===== src/rtl/mux_pkg.sv =====
// Shared constants and helpers for the N:1 registered channel selector.
// The round-robin helper is only referenced when MUX_RR_EN is defined.
package mux_pkg;

   localparam logic MODE_SEL = 1'b0;
   localparam logic MODE_RR  = 1'b1;

   // Index of the channel that follows idx, wrapping back to 0 after n_ch-1.
   function automatic int rr_next(input int idx, input int n_ch);
      return (idx == n_ch - 1) ? 0 : idx + 1;
   endfunction

endpackage


===== src/rtl/mux_rr_arb.sv =====
// Combinational round-robin arbiter for mux_n_1_rr.
// Picks the first valid channel at or after ptr, wrapping modulo N_CH.
// The pointer register lives in the parent; this block holds no state.
module mux_rr_arb
   import mux_pkg::*;
#(
   parameter int N_CH = 4,
   parameter int SELW = $clog2(N_CH)
) (
   input  logic [N_CH-1:0] valid,
   input  logic [SELW-1:0] ptr,
   output logic            gnt_vld,
   output logic [SELW-1:0] gnt_idx
);

   int            cand;
   logic [SELW-1:0] cand_idx;

   // Scan offsets from farthest to nearest so the channel closest to ptr wins.
   always_comb begin
      gnt_vld  = 1'b0;
      gnt_idx  = '0;
      cand     = 0;
      cand_idx = '0;
      for (int k = N_CH - 1; k >= 0; k--) begin
         cand = int'(ptr) + k;
         if (cand >= N_CH) begin
            cand = cand - N_CH;
         end
         cand_idx = SELW'(cand);
         if (valid[cand_idx]) begin
            gnt_vld = 1'b1;
            gnt_idx = cand_idx;
         end
      end
   end

endmodule


===== src/rtl/mux_n_1_rr.sv =====
// N-channel, WIDTH-bit registered selector with valid/ready on every side.
// A source is chosen by sel_in, or by round-robin when MUX_RR_EN is defined
// and mode_in selects MODE_RR. Without MUX_RR_EN the block is select-only
// and mode_in is ignored.
module mux_n_1_rr
   import mux_pkg::*;
#(
   parameter int N_CH  = 4,
   parameter int WIDTH = 8,
   parameter int SELW  = $clog2(N_CH)
) (
   input  logic                  clk_in,
   input  logic                  rst_in,
   input  logic [N_CH*WIDTH-1:0] d_in,
   input  logic [N_CH-1:0]       valid_in,
   output logic [N_CH-1:0]       ready_out,
   input  logic [SELW-1:0]       sel_in,
   input  logic                  mode_in,
   output logic [WIDTH-1:0]      y_out,
   output logic [SELW-1:0]       ch_out,
   output logic                  valid_out,
   input  logic                  ready_in
);

   logic             load_ok;
   logic             sel_vld;
   logic [SELW-1:0]  sel_idx;
   logic             grant_vld;
   logic [SELW-1:0]  grant_idx;
   logic [WIDTH-1:0] grant_data;
   logic             xfer;

   // The output register can accept a word when empty or being drained now.
   assign load_ok = !valid_out || ready_in;

   // Explicit select: only an in-range, valid channel produces a grant.
   always_comb begin
      sel_vld = 1'b0;
      sel_idx = '0;
      for (int i = 0; i < N_CH; i++) begin
         if ((sel_in == SELW'(i)) && valid_in[i]) begin
            sel_vld = 1'b1;
            sel_idx = SELW'(i);
         end
      end
   end

`ifdef MUX_RR_EN
   logic [SELW-1:0] ptr;
   logic            rr_vld;
   logic [SELW-1:0] rr_idx;

   mux_rr_arb #(
      .N_CH (N_CH),
      .SELW (SELW)
   ) u_arb (
      .valid   (valid_in),
      .ptr     (ptr),
      .gnt_vld (rr_vld),
      .gnt_idx (rr_idx)
   );

   // Mode picks between the arbiter and the explicit select each cycle.
   always_comb begin
      grant_vld = sel_vld;
      grant_idx = sel_idx;
      if (mode_in == MODE_RR) begin
         grant_vld = rr_vld;
         grant_idx = rr_idx;
      end
   end

   // Pointer advances past the winner only on round-robin transfers, so it
   // survives excursions into select mode untouched.
   always_ff @(posedge clk_in) begin
      if (rst_in) begin
         ptr <= '0;
      end else if (xfer && (mode_in == MODE_RR)) begin
         ptr <= SELW'(rr_next(32'(grant_idx), N_CH));
      end
   end
`else
   logic unused_mode;
   assign unused_mode = mode_in;
   assign grant_vld   = sel_vld;
   assign grant_idx   = sel_idx;
`endif

   // A channel transfer happens whenever the granted source meets a free output.
   assign xfer = !rst_in && load_ok && grant_vld;

   // Route the granted channel's word toward the output register.
   always_comb begin
      grant_data = '0;
      for (int i = 0; i < N_CH; i++) begin
         if (grant_idx == SELW'(i)) begin
            grant_data = d_in[i*WIDTH +: WIDTH];
         end
      end
   end

   // At most one ready bit: the granted channel, and only when a load can happen.
   always_comb begin
      ready_out = '0;
      if (xfer) begin
         ready_out[grant_idx] = 1'b1;
      end
   end

   // Output register: load on transfer, empty on drain without a new word,
   // hold everything while stalled.
   always_ff @(posedge clk_in) begin
      if (rst_in) begin
         y_out     <= '0;
         ch_out    <= '0;
         valid_out <= 1'b0;
      end else if (load_ok) begin
         if (grant_vld) begin
            y_out     <= grant_data;
            ch_out    <= grant_idx;
            valid_out <= 1'b1;
         end else begin
            valid_out <= 1'b0;
         end
      end
   end

endmodule

===== config.mk =====
export PLATFORM = sky130hd
export DESIGN_NAME = mux_n_1_rr
export DESIGN_NICKNAME = d
export VERILOG_FILES = /design/src/rtl/mux_pkg.sv /design/src/rtl/mux_rr_arb.sv /design/src/rtl/mux_n_1_rr.sv
export SDC_FILE = /design/constraint.sdc
export NUM_CORES = 1
export LEC_CHECK = 0
export CAP_MARGIN = 30
export CORE_ASPECT_RATIO = 1.75
export CORE_MARGIN = 5
export CORE_UTILIZATION = 32
export CTS_BUF_LIST = sky130_fd_sc_hd__clkbuf_4
export DETAILED_ROUTE_END_ITERATION = 8
export PLACE_DENSITY = 0.84
export SLEW_MARGIN = 10
export SYNTH_ARGS = -nofsm -noshare
export SYNTH_HDL_FRONTEND = slang
export SYNTH_SLANG_ARGS = --single-unit

===== constraint.sdc =====
create_clock -name clk_in -period 1.95 [get_ports clk_in]
set_input_delay 0.4875 -clock clk_in [delete_from_list [all_inputs] [get_ports clk_in]]
set_output_delay 0.4875 -clock clk_in [all_outputs]
set_load 0.01 [all_outputs]

After elaboration in Yosys (flattened, before gate mapping)
Cells that the tools add are included.

word-level totals
  ROM bits = 0
  memory bits (writable) = 0
  flip-flop bits (word level) = 11
  word-level logic and storage cells = 39
  latch bits = 0
  input bits = 42
  memories kept = 0

cells by class
  divide/modulo/power cells = 0
  shift operators = 0
  multipliers = 0
  bitwise operators = 0
  $add $sub $neg = 0
  reductions and logical operators = 13
  order comparisons = 2
  equality and inequality tests = 6
  muxes and demuxes = 15

operators by type and width
  operator                                                            count
  2-to-1 mux 8 bit                                                    4
  == test 2 bit (second input constant)                               4
  logical AND 1 bit                                                   7
  2-to-1 mux 1 bit                                                    7
  == test 2 x 1 -> 1 bit (second input constant)                      2
  logical NOT 2 bit                                                   2
  2-to-1 mux 2 bit                                                    2
  2-to-1 mux 4 bit                                                    1
  < comparator 2 x 3 -> 1 bit (second input constant)                 1
  demux 1 bit (select 2 bit)                                          1
  greater-or-equal comparator 2 x 1 -> 1 bit (second input constant)  1
  logical NOT 1 bit                                                   2
  AND reduction 2 bit                                                 1
  logical OR 1 bit                                                    1

Depth between registers and ports, before layout
Gate-level depths: netlist of run 1.

  depth after elaboration = 10
  mapped depth = 6
  mapped depth without buffers = 4

Worst setup path after synthesis of run 1
OpenSTA, ideal clock, no wires.

  path type = input port to output port
  from = in sel_in[1]
  to = out ready_out[1]
  data arrival time = 1.561 ns
  setup slack = -0.099 ns
  stages = 5
  path buffers = 2
  required time = 1.462 ns
  path through = buf_6 > mux4_2 > nand2_4 > buf_4 > nor4_1

between the ends
  longest elaborated chain between the ends = 10
  elaborated cells on any way between the ends = 22

RTL lines
  item                                                                                                                    line               source
  from (decl)                                                                                                             mux_n_1_rr.sv:17   input logic [SELW-1:0] sel_in,
  == test 2 x 1 -> 1 bit                                                                                                  mux_n_1_rr.sv:41   if ((sel_in == SELW'(i)) && valid_in[i]) begin
  logical AND 1 bit                                                                                                       mux_n_1_rr.sv:41
  2-to-1 mux 1 bit                                                                                                        mux_n_1_rr.sv:41
  2-to-1 mux 2 bit (2 in series)                                                                                          mux_n_1_rr.sv:41
  < comparator 2 x 3 -> 1 bit (not written as such) / greater-or-equal comparator 2 x 1 -> 1 bit (equally long branches)  mux_n_1_rr.sv:106  ready_out[grant_idx] = 1'b1;
  logical AND 1 bit (not written as such)                                                                                 mux_n_1_rr.sv:106
  2-to-1 mux 1 bit (not written as such)                                                                                  mux_n_1_rr.sv:106
  demux 1 bit (select 2 bit)                                                                                              mux_n_1_rr.sv:106
  2-to-1 mux 4 bit *                                                                                                      mux_n_1_rr.sv:105  if (xfer) begin
  to (decl)                                                                                                               mux_n_1_rr.sv:16   output logic [N_CH-1:0] ready_out,

Every way passes the cells marked *; elsewhere a longest branch is shown, timed or not.

Worst setup path after layout of run 1
  from = in sel_in[1]
  to = out ready_out[0]

Same word-level chain as after synthesis.

==> results of run 1 <==
logic make-up after synthesis:
kind of cell / synth area share
and+or+nand+nor: 0.235
buffers and inverters: 0.0836
DFF: 0.283
muxes: 0.0289
AOI/OAI and AO/OA: 0.370
metrics by stage:
step | utilization | power, mW | hold slack (ps) | area, um^2
floorplan | - | 0.406 | 526 | 807
finish | 0.658 | 0.765 | 503 | 1510
CTS | 0.653 | 0.763 | 511 | 1500
detailed placement | 0.637 | 0.576 | 486 | 1470
global placement | 0.637 | 0.567 | 481 | 1470
global route | 0.658 | 0.802 | 536 | 1510
area by class of cell:
cell class | count | area (um^2)
clock buffers | 4 | 30.0
fillers | 200 | 788
inverters | 3 | 11.3
multi-input cells | 59 | 529
flip-flops and latches | 11 | 220
well taps | 25 | 31.3
repair buffers | 76 | 692
power breakdown:
group	internal [mW]	leakage, nW	switching, mW
Combinational	0.200	0.521	0.132
Clock	0.0936	0.0184	0.0824
Sequential	0.246	0.0907	0.0118
Total	0.539	0.630	0.226
sequential cells by signal, indices dropped and copies added (netlist names):
register,count
valid_out,1
ch_out,2
y_out,8
synthesized netlist by cell type, drive strengths merged, types with 2 or more instances:
library cell	number	area, um^2
nand2	5	26.3
a21oi	2	10.0
o41ai	7	114
dfxtp	11	220
buf	4	46.3
nor2	5	23.8
nand3b	8	60.1
a221oi	7	61.3
inv	3	11.3
clkbuf	2	7.51
o22ai	7	43.8
nor3	2	10.0
worst max path at each step:
stage / end / depth (start not counted)
CTS: ready_out[0] / 6
floorplan: ready_out[0] / 5
detailed placement: ready_out[0] / 5
global placement: ready_out[0] / 5
global route: ready_out[0] / 6
finish: ready_out[0] / 6
worst reg2reg max path: stages (launching register included):
cell                      delay (ps)
sky130_fd_sc_hd__dfxtp_1         310
sky130_fd_sc_hd__or2b_4          210
sky130_fd_sc_hd__nand2_4          60
sky130_fd_sc_hd__buf_6           120
sky130_fd_sc_hd__buf_4           130
sky130_fd_sc_hd__buf_4           170
sky130_fd_sc_hd__o41ai_2         320
what timing repair did:
| item | CTS | global route |
|---|---|---|
| gates resized for setup | 43 | 2 |
| pin swaps | 4 | 2 |
| setup buffers | 3 | 0 |
| setup endpoints to repair | 4 | 4 |
metal layers:
metal	part of all wire	routed length, um	up-vias
met5	0	0	-
met3	0.070	210	7
met2	0.56	1680	45
met1	0.35	1040	454
li1	-	-	467
met4	0.026	77	0
==> Flow_metrics.wiki, run 1 <==
{| class="wikitable"
! Metric !! Value
|-
| Status || finished with violations
|-
| Failing checks || setup timing
|-
| Gr busiest metal || met2
|-
| Total of buffers placed on input and output ports || 55
|-
| Count of placed standard cells in the final layout, fillers left out || approximately 180
|-
| Deepest level of the CTS H-tree || 1
|-
| Sum Neg Setup Slack || -117 ps
|-
| Cell Chain, Critical Path || buf_6, mux4_2, nand2_4, buf_6, nor4b_4, buf_2
|-
| Final-report hold violation count || 0
|-
| Die width || 47.3 um
|-
| Total power per unit cell area || 505 nW/um^2
|-
| Capture point of the worst reg-to-reg path || y_out[2]$_SDFFE_PP0P_
|-
| Setup slack, reg-to-reg || 540 ps
|-
| Most common cell after layout, fill and taps aside || sky130_fd_sc_hd__clkdlybuf4s50_1
|-
| Overall routed net length || 3010 um
|-
| Clock buffer depth || 2
|-
| CP endpoint kind || output port
|-
| Initial Utilization || 0.338
|-
| Crit path launch type || input port
|-
| Post-synthesis to final-layout area growth || 94.5%
|-
| Seq cells post-synth || 11
|-
| Netlist area before placement || 778 um^2
|-
| Final number of max-transition violations || 0
|-
| RSZ-0062 raised after global routing || true
|-
| Vertical die dimension || around 75 um
|-
| Register-to-Register Path Depth || 6
|-
| Num CTS Buffers || 3
|-
| Dominant synthesized flop cell || sky130_fd_sc_hd__dfxtp_1
|-
| Maximum fanout along the worst path || 2
|-
| Setup clock skew after layout || 0.293 ps
|-
| Number of placed instances, taps included || 171
|-
| Global-route total usage across every layer || 0.178
|-
| Max Clk Rate || 502 MHz
|-
| Remaining max-slew budget at the tightest pin || 0.762
|-
| Count of antenna-violating nets left after detailed routing || 0
|-
| Wirelength per Cell || 16.9 um
|-
| Post-synth EDFFs || 0
|-
| CORE AREA || 2300 um^2
|-
| Minimum setup slack after placement || -805 ps
|-
| Vias per inst || 5.47
|-
| Number of optimization iterations in the first detailed-route pass || 4
|-
| Critical Path AT || 1510 ps
|-
| Floorplan die area || 3560 um^2
|-
| Number of stages on the worst hold path || 2
|-
| Async set-or-reset flop fraction in the synthesized netlist || 0
|-
| CP top delay family || buffers and inverters
|-
| Number of maximum-capacitance violations || 0
|-
| Gate count after technology mapping || 79
|-
| Commonest non-fill, non-tap cells in the layout || sky130_fd_sc_hd__clkdlybuf4s50_1, sky130_fd_sc_hd__buf_4, sky130_fd_sc_hd__dfxtp_1
|-
| Dpl hpwl || about 2400 um
|-
| Worst path most repeated cell || sky130_fd_sc_hd__buf_6
|-
| Sequential fraction of the synthesis area || 0.283
|-
| Shortest period the worst path allows || 1990 ps
|-
| Ant. Diodes || 0
|-
| Register clock-pin slew on the reported worst setup and hold paths || 70 ps
|-
| Global-route wire length before repair || 4480 um
|-
| Latest clock arrival within the worst-skew pair || 280 ps
|-
| Total of endpoints with negative setup slack in the final report || 4
|-
| Worst hold start || y_out[4]$_SDFFE_PP0P_
|-
| Remaining routing DRC violations || 0
|-
| First DRT Iteration DRCs || 15
|-
| Total nets after synthesis || around 120
|-
| Number of global-route vias before repair || 1016
|-
| Maximum number of pins on one net before global-route repair || 15
|-
| Crit-path slowest cell || sky130_fd_sc_hd__mux4_2
|-
| Worst voltage drop across the vdd grid || 0.000354 V
|-
| Root buffer cell || sky130_fd_sc_hd__clkbuf_4
|-
| Standard-cell row count || 23
|-
| TritonCTS clock tree || done
|-
| Number of top-level design ports || 57
|-
| Post-synth cell types || 32
|-
| Leftover overflow at the end of global routing || 0
|-
| Buffers plus inverters on the worst setup path || 3
|-
| Number of antenna violations at the first check in global routing || 0
|-
| Placer's final routability congestion estimate || between 0.8 and 0.9
|-
| Min-delay worst type || reg2reg
|-
| Share of the cycle needed by the critical path after routing || 1.02
|-
| Clock sink total || 11
|-
| Leakage power || 0.630 nW
|-
| Routing usage on met3 || 0.0359
|-
| # nets final || 196
|-
| Total vias in the final route || 973
|-
| CP peak stage delay || between 300 and 400 ps
|-
| Met2 Usage GRT || 0.327
|-
| Launch instance of the worst register-to-register path || valid_out$_SDFFE_PP0N_
|-
| Slew at the pin closest to its max-slew limit || 357 ps
|-
| First element of the critical path || sel_in[1]
|-
| # hold bufs at CTS || 0
|-
| Met1 GRT Util || 0.167
|-
| Proportion of layout cells with a drive suffix above 1 || 0.346
|-
| Post-synthesis average cell area || 9.85 um^2
|-
| Yosys warnings || 0
|-
| Crit Path Category || in2out
|-
| Endpoint with the worst hold slack || y_out[4]$_SDFFE_PP0P_
|-
| CP Data Required Time || 1460 ps
|-
| Worst path setup slack after routing || -43.6 ps
|}
No activity file was read; power rests on OpenSTA's default activity.
==> run 2, diff against run 1 <==
Settings changed: CORE_ASPECT_RATIO 1.75 to not set, CORE_UTILIZATION 32 to 38, PLACE_DENSITY 0.84 to 0.93.
Clock period 1.95 ns to 2.47 ns, I/O delays scaled along.
==> run 2 against run 1 <==
  * The flow now finishes without violations
  * Clock skew increased by 3.2 ps
  * Power decreased by 23%
  * Global-route usage increased by 2.8 points
  * Sequential cell count unchanged
==> Flow_metrics.wiki, run 2 (synthesis results as in run 1) <==
{| class="wikitable"
! Metric !! Value
|-
| Total power per unit cell area || 397 nW/um^2 (-21%)
|-
| Register clock-pin slew on the reported worst setup and hold paths || 80 ps (about the same)
|-
| Max Clk Rate || 409 MHz
|-
| Remaining routing DRC violations || 0 (unchanged)
|-
| Post-synthesis to final-layout area growth || 90.2%
|-
| Maximum number of pins on one net before global-route repair || 15 (unchanged)
|-
| Slew at the pin closest to its max-slew limit || 403 ps (+45.9 ps)
|-
| Remaining max-slew budget at the tightest pin || 0.731 (-0.0306)
|-
| Floorplan die area || 3050 um^2 (-14%)
|-
| Share of the cycle needed by the critical path after routing || 0.989
|-
| Deepest level of the CTS H-tree || 1 (unchanged)
|-
| Most common cell after layout, fill and taps aside || sky130_fd_sc_hd__clkdlybuf4s50_1
|-
| Die width || 55.3 um (+17%)
|-
| Global-route total usage across every layer || 0.206 (+0.0285)
|-
| Final number of max-transition violations || 0 (unchanged)
|-
| CORE AREA || 1960 um^2 (-15%)
|-
| Num CTS Buffers || 3 (unchanged)
|-
| First DRT Iteration DRCs || 45 (+30)
|-
| Ant. Diodes || 0 (unchanged)
|-
| Setup clock skew after layout || 3.46 ps (+3.17 ps)
|-
| Crit Path Category || in2out
|-
| TritonCTS clock tree || done
|-
| CP peak stage delay || 520 ps (+150 ps)
|-
| Total of buffers placed on input and output ports || 55 (unchanged)
|-
| Clock buffer depth || 2 (unchanged)
|-
| Number of stages on the worst hold path || 2 (unchanged)
|-
| Overall routed net length || 3130 um (+4.2%)
|-
| Shortest period the worst path allows || between 2000 and 2500 ps
|-
| Worst path setup slack after routing || 27.8 ps (+71.4 ps)
|-
| Clock sink total || 11 (unchanged)
|-
| Leakage power || 0.612 nW (-2.9%)
|-
| Global-route wire length before repair || 5050 um (+13%)
|-
| Largest register by flop count || y_out
|-
| Leftover overflow at the end of global routing || 0 (unchanged)
|-
| Initial Utilization || 0.397 (+0.0586)
|-
| CP endpoint kind || output port
|-
| Capture point of the worst reg-to-reg path || y_out[1]$_SDFFE_PP0P_
|-
| Number of maximum-capacitance violations || 0 (unchanged)
|-
| Critical Path AT || 1820 ps (+310 ps)
|-
| Standard-cell row count || 16 (-30%)
|-
| Crit path launch type || input port
|-
| Top Registers || y_out: 8 flops, ch_out: 2 flops, valid_out: 1 flops
|-
| Register-to-Register Path Depth || 6 (unchanged)
|-
| Final-report hold violation count || 0 (unchanged)
|-
| Total of endpoints with negative setup slack in the final report || 0 (-4)
|-
| Total vias in the final route || 1001 (+2.9%)
|-
| Min-delay worst type || reg2reg
|-
| CP Data Required Time || 1850 ps (+390 ps)
|-
| Endpoint with the worst hold slack || ch_out[0]$_SDFFE_PP0P_
|-
| Number of filler instances in the final layout || 149 (-26%)
|-
| Proportion of layout cells with a drive suffix above 1 || 0.288 (-0.0588)
|-
| Number of optimization iterations in the first detailed-route pass || 4 (unchanged)
|-
| Count of antenna-violating nets left after detailed routing || 0 (unchanged)
|-
| Number of antenna violations at the first check in global routing || 0 (unchanged)
|-
| Latest clock arrival within the worst-skew pair || 280 ps (about the same)
|-
| Number of top-level design ports || 57 (unchanged)
|-
| Vertical die dimension || 55.3 um (-27%)
|-
| Commonest non-fill, non-tap cells in the layout || sky130_fd_sc_hd__clkdlybuf4s50_1, sky130_fd_sc_hd__buf_4, sky130_fd_sc_hd__dfxtp_1
|-
| Number of global-route vias before repair || 1059 (+4.2%)
|-
| Dpl hpwl || 2420 um (+1.6%)
|-
| Final core utilization || 0.754 (+0.0969)
|-
| Setup slack, reg-to-reg || 1110 ps (+570 ps)
|-
| Minimum setup slack after placement || -563 ps (+242 ps)
|-
| Worst voltage drop across the vdd grid || 0.000351 V (-0.83%)
|-
| Placer's final routability congestion estimate || 0.808 (-4.1%)
|-
| Root buffer cell || sky130_fd_sc_hd__clkbuf_4
|-
| Vias per inst || 5.56 (+1.7%)
|-
| Wirelength per Cell || 17.4 um (+3.0%)
|-
| Max FFs per register || 8 (unchanged)
|-
| Cell Chain, Critical Path || dlygate4sd2_1, mux4_2, nand2_4, buf_6, nor4b_4, buf_2
|-
| Crit-path slowest cell || sky130_fd_sc_hd__mux4_2
|-
| Worst hold start || ch_out[0]$_SDFFE_PP0P_
|-
| Status || finished, final reports clean
|-
| Launch instance of the worst register-to-register path || valid_out$_SDFFE_PP0N_
|-
| Maximum fanout along the worst path || 7 (+5)
|-
| RSZ-0062 raised after global routing || false
|-
| # nets final || 196 (unchanged)
|}
[run 2: where the power goes]
group	switching (mW)	internal (mW)
sequential	0.00860	0.194
combinational	0.102	0.151
clock	0.0720	0.0600
total	0.182	0.406
[run 2: worst max path at each step]
stage               slack [ps]            to   startpoint  cells past startpoint
floorplan                  160  ready_out[1]    sel_in[1]                      5
global placement          -530  ready_out[0]    sel_in[1]                      5
detailed placement        -560  ready_out[0]    sel_in[1]                      5
CTS                         10  ready_out[0]    sel_in[1]                      6
global route                 7  ready_out[0]    sel_in[1]                      6
finish                      30  ready_out[0]  valid_in[3]                      6
[run 2: stage by stage]
stage               instance area (um^2)  instances  TNS [ps]  hold slack, ps  total power, mW
finish                              1480        180         0             497            0.588
global route                        1480        180         0             541            0.617
CTS                                 1460        179         0             502            0.583
detailed placement                  1440        173     -2190             481            0.449
global placement                    1440        173     -2050             467            0.442
floorplan                            778         79         0             525            0.314
[run 2: cell type report]
cell class                 instances  area, um^2  share of cell area
timing repair buffer              76         686               0.463
multi-input combinational         59         502               0.339
sequential                        11         220               0.149
tap                               27        33.8              0.0228
clock buffer                       3        22.5              0.0152
inverter                           3        11.3             0.00761
clock inverter                     1        5.00             0.00338
[run 2: metal layers]
layer | global-route usage | share of wire | vias up
met1 | 0.229 | 0.40 | 479
met5 | 0 | 0 | -
li1 | - | - | 472
met3 | 0.0303 | 0.051 | 6
met4 | 0.0833 | 0.018 | 0
met2 | 0.385 | 0.53 | 44
[run 2: what timing repair did]
action / 4_1_cts / 5_1_grt
pin swaps: 2 / 1
resized for setup: 25 / 2
buffers inserted: 2 / 1
hold buffers: 0 / 0
endpoints found under the setup margin: 4 / 1
[run 2: worst max-delay path: cells and delay by family]
family | cells | cell delay, ps
multiplexers | 1 | 520
buffers and inverters | 3 | 500
AND/OR/NAND/NOR | 2 | 170
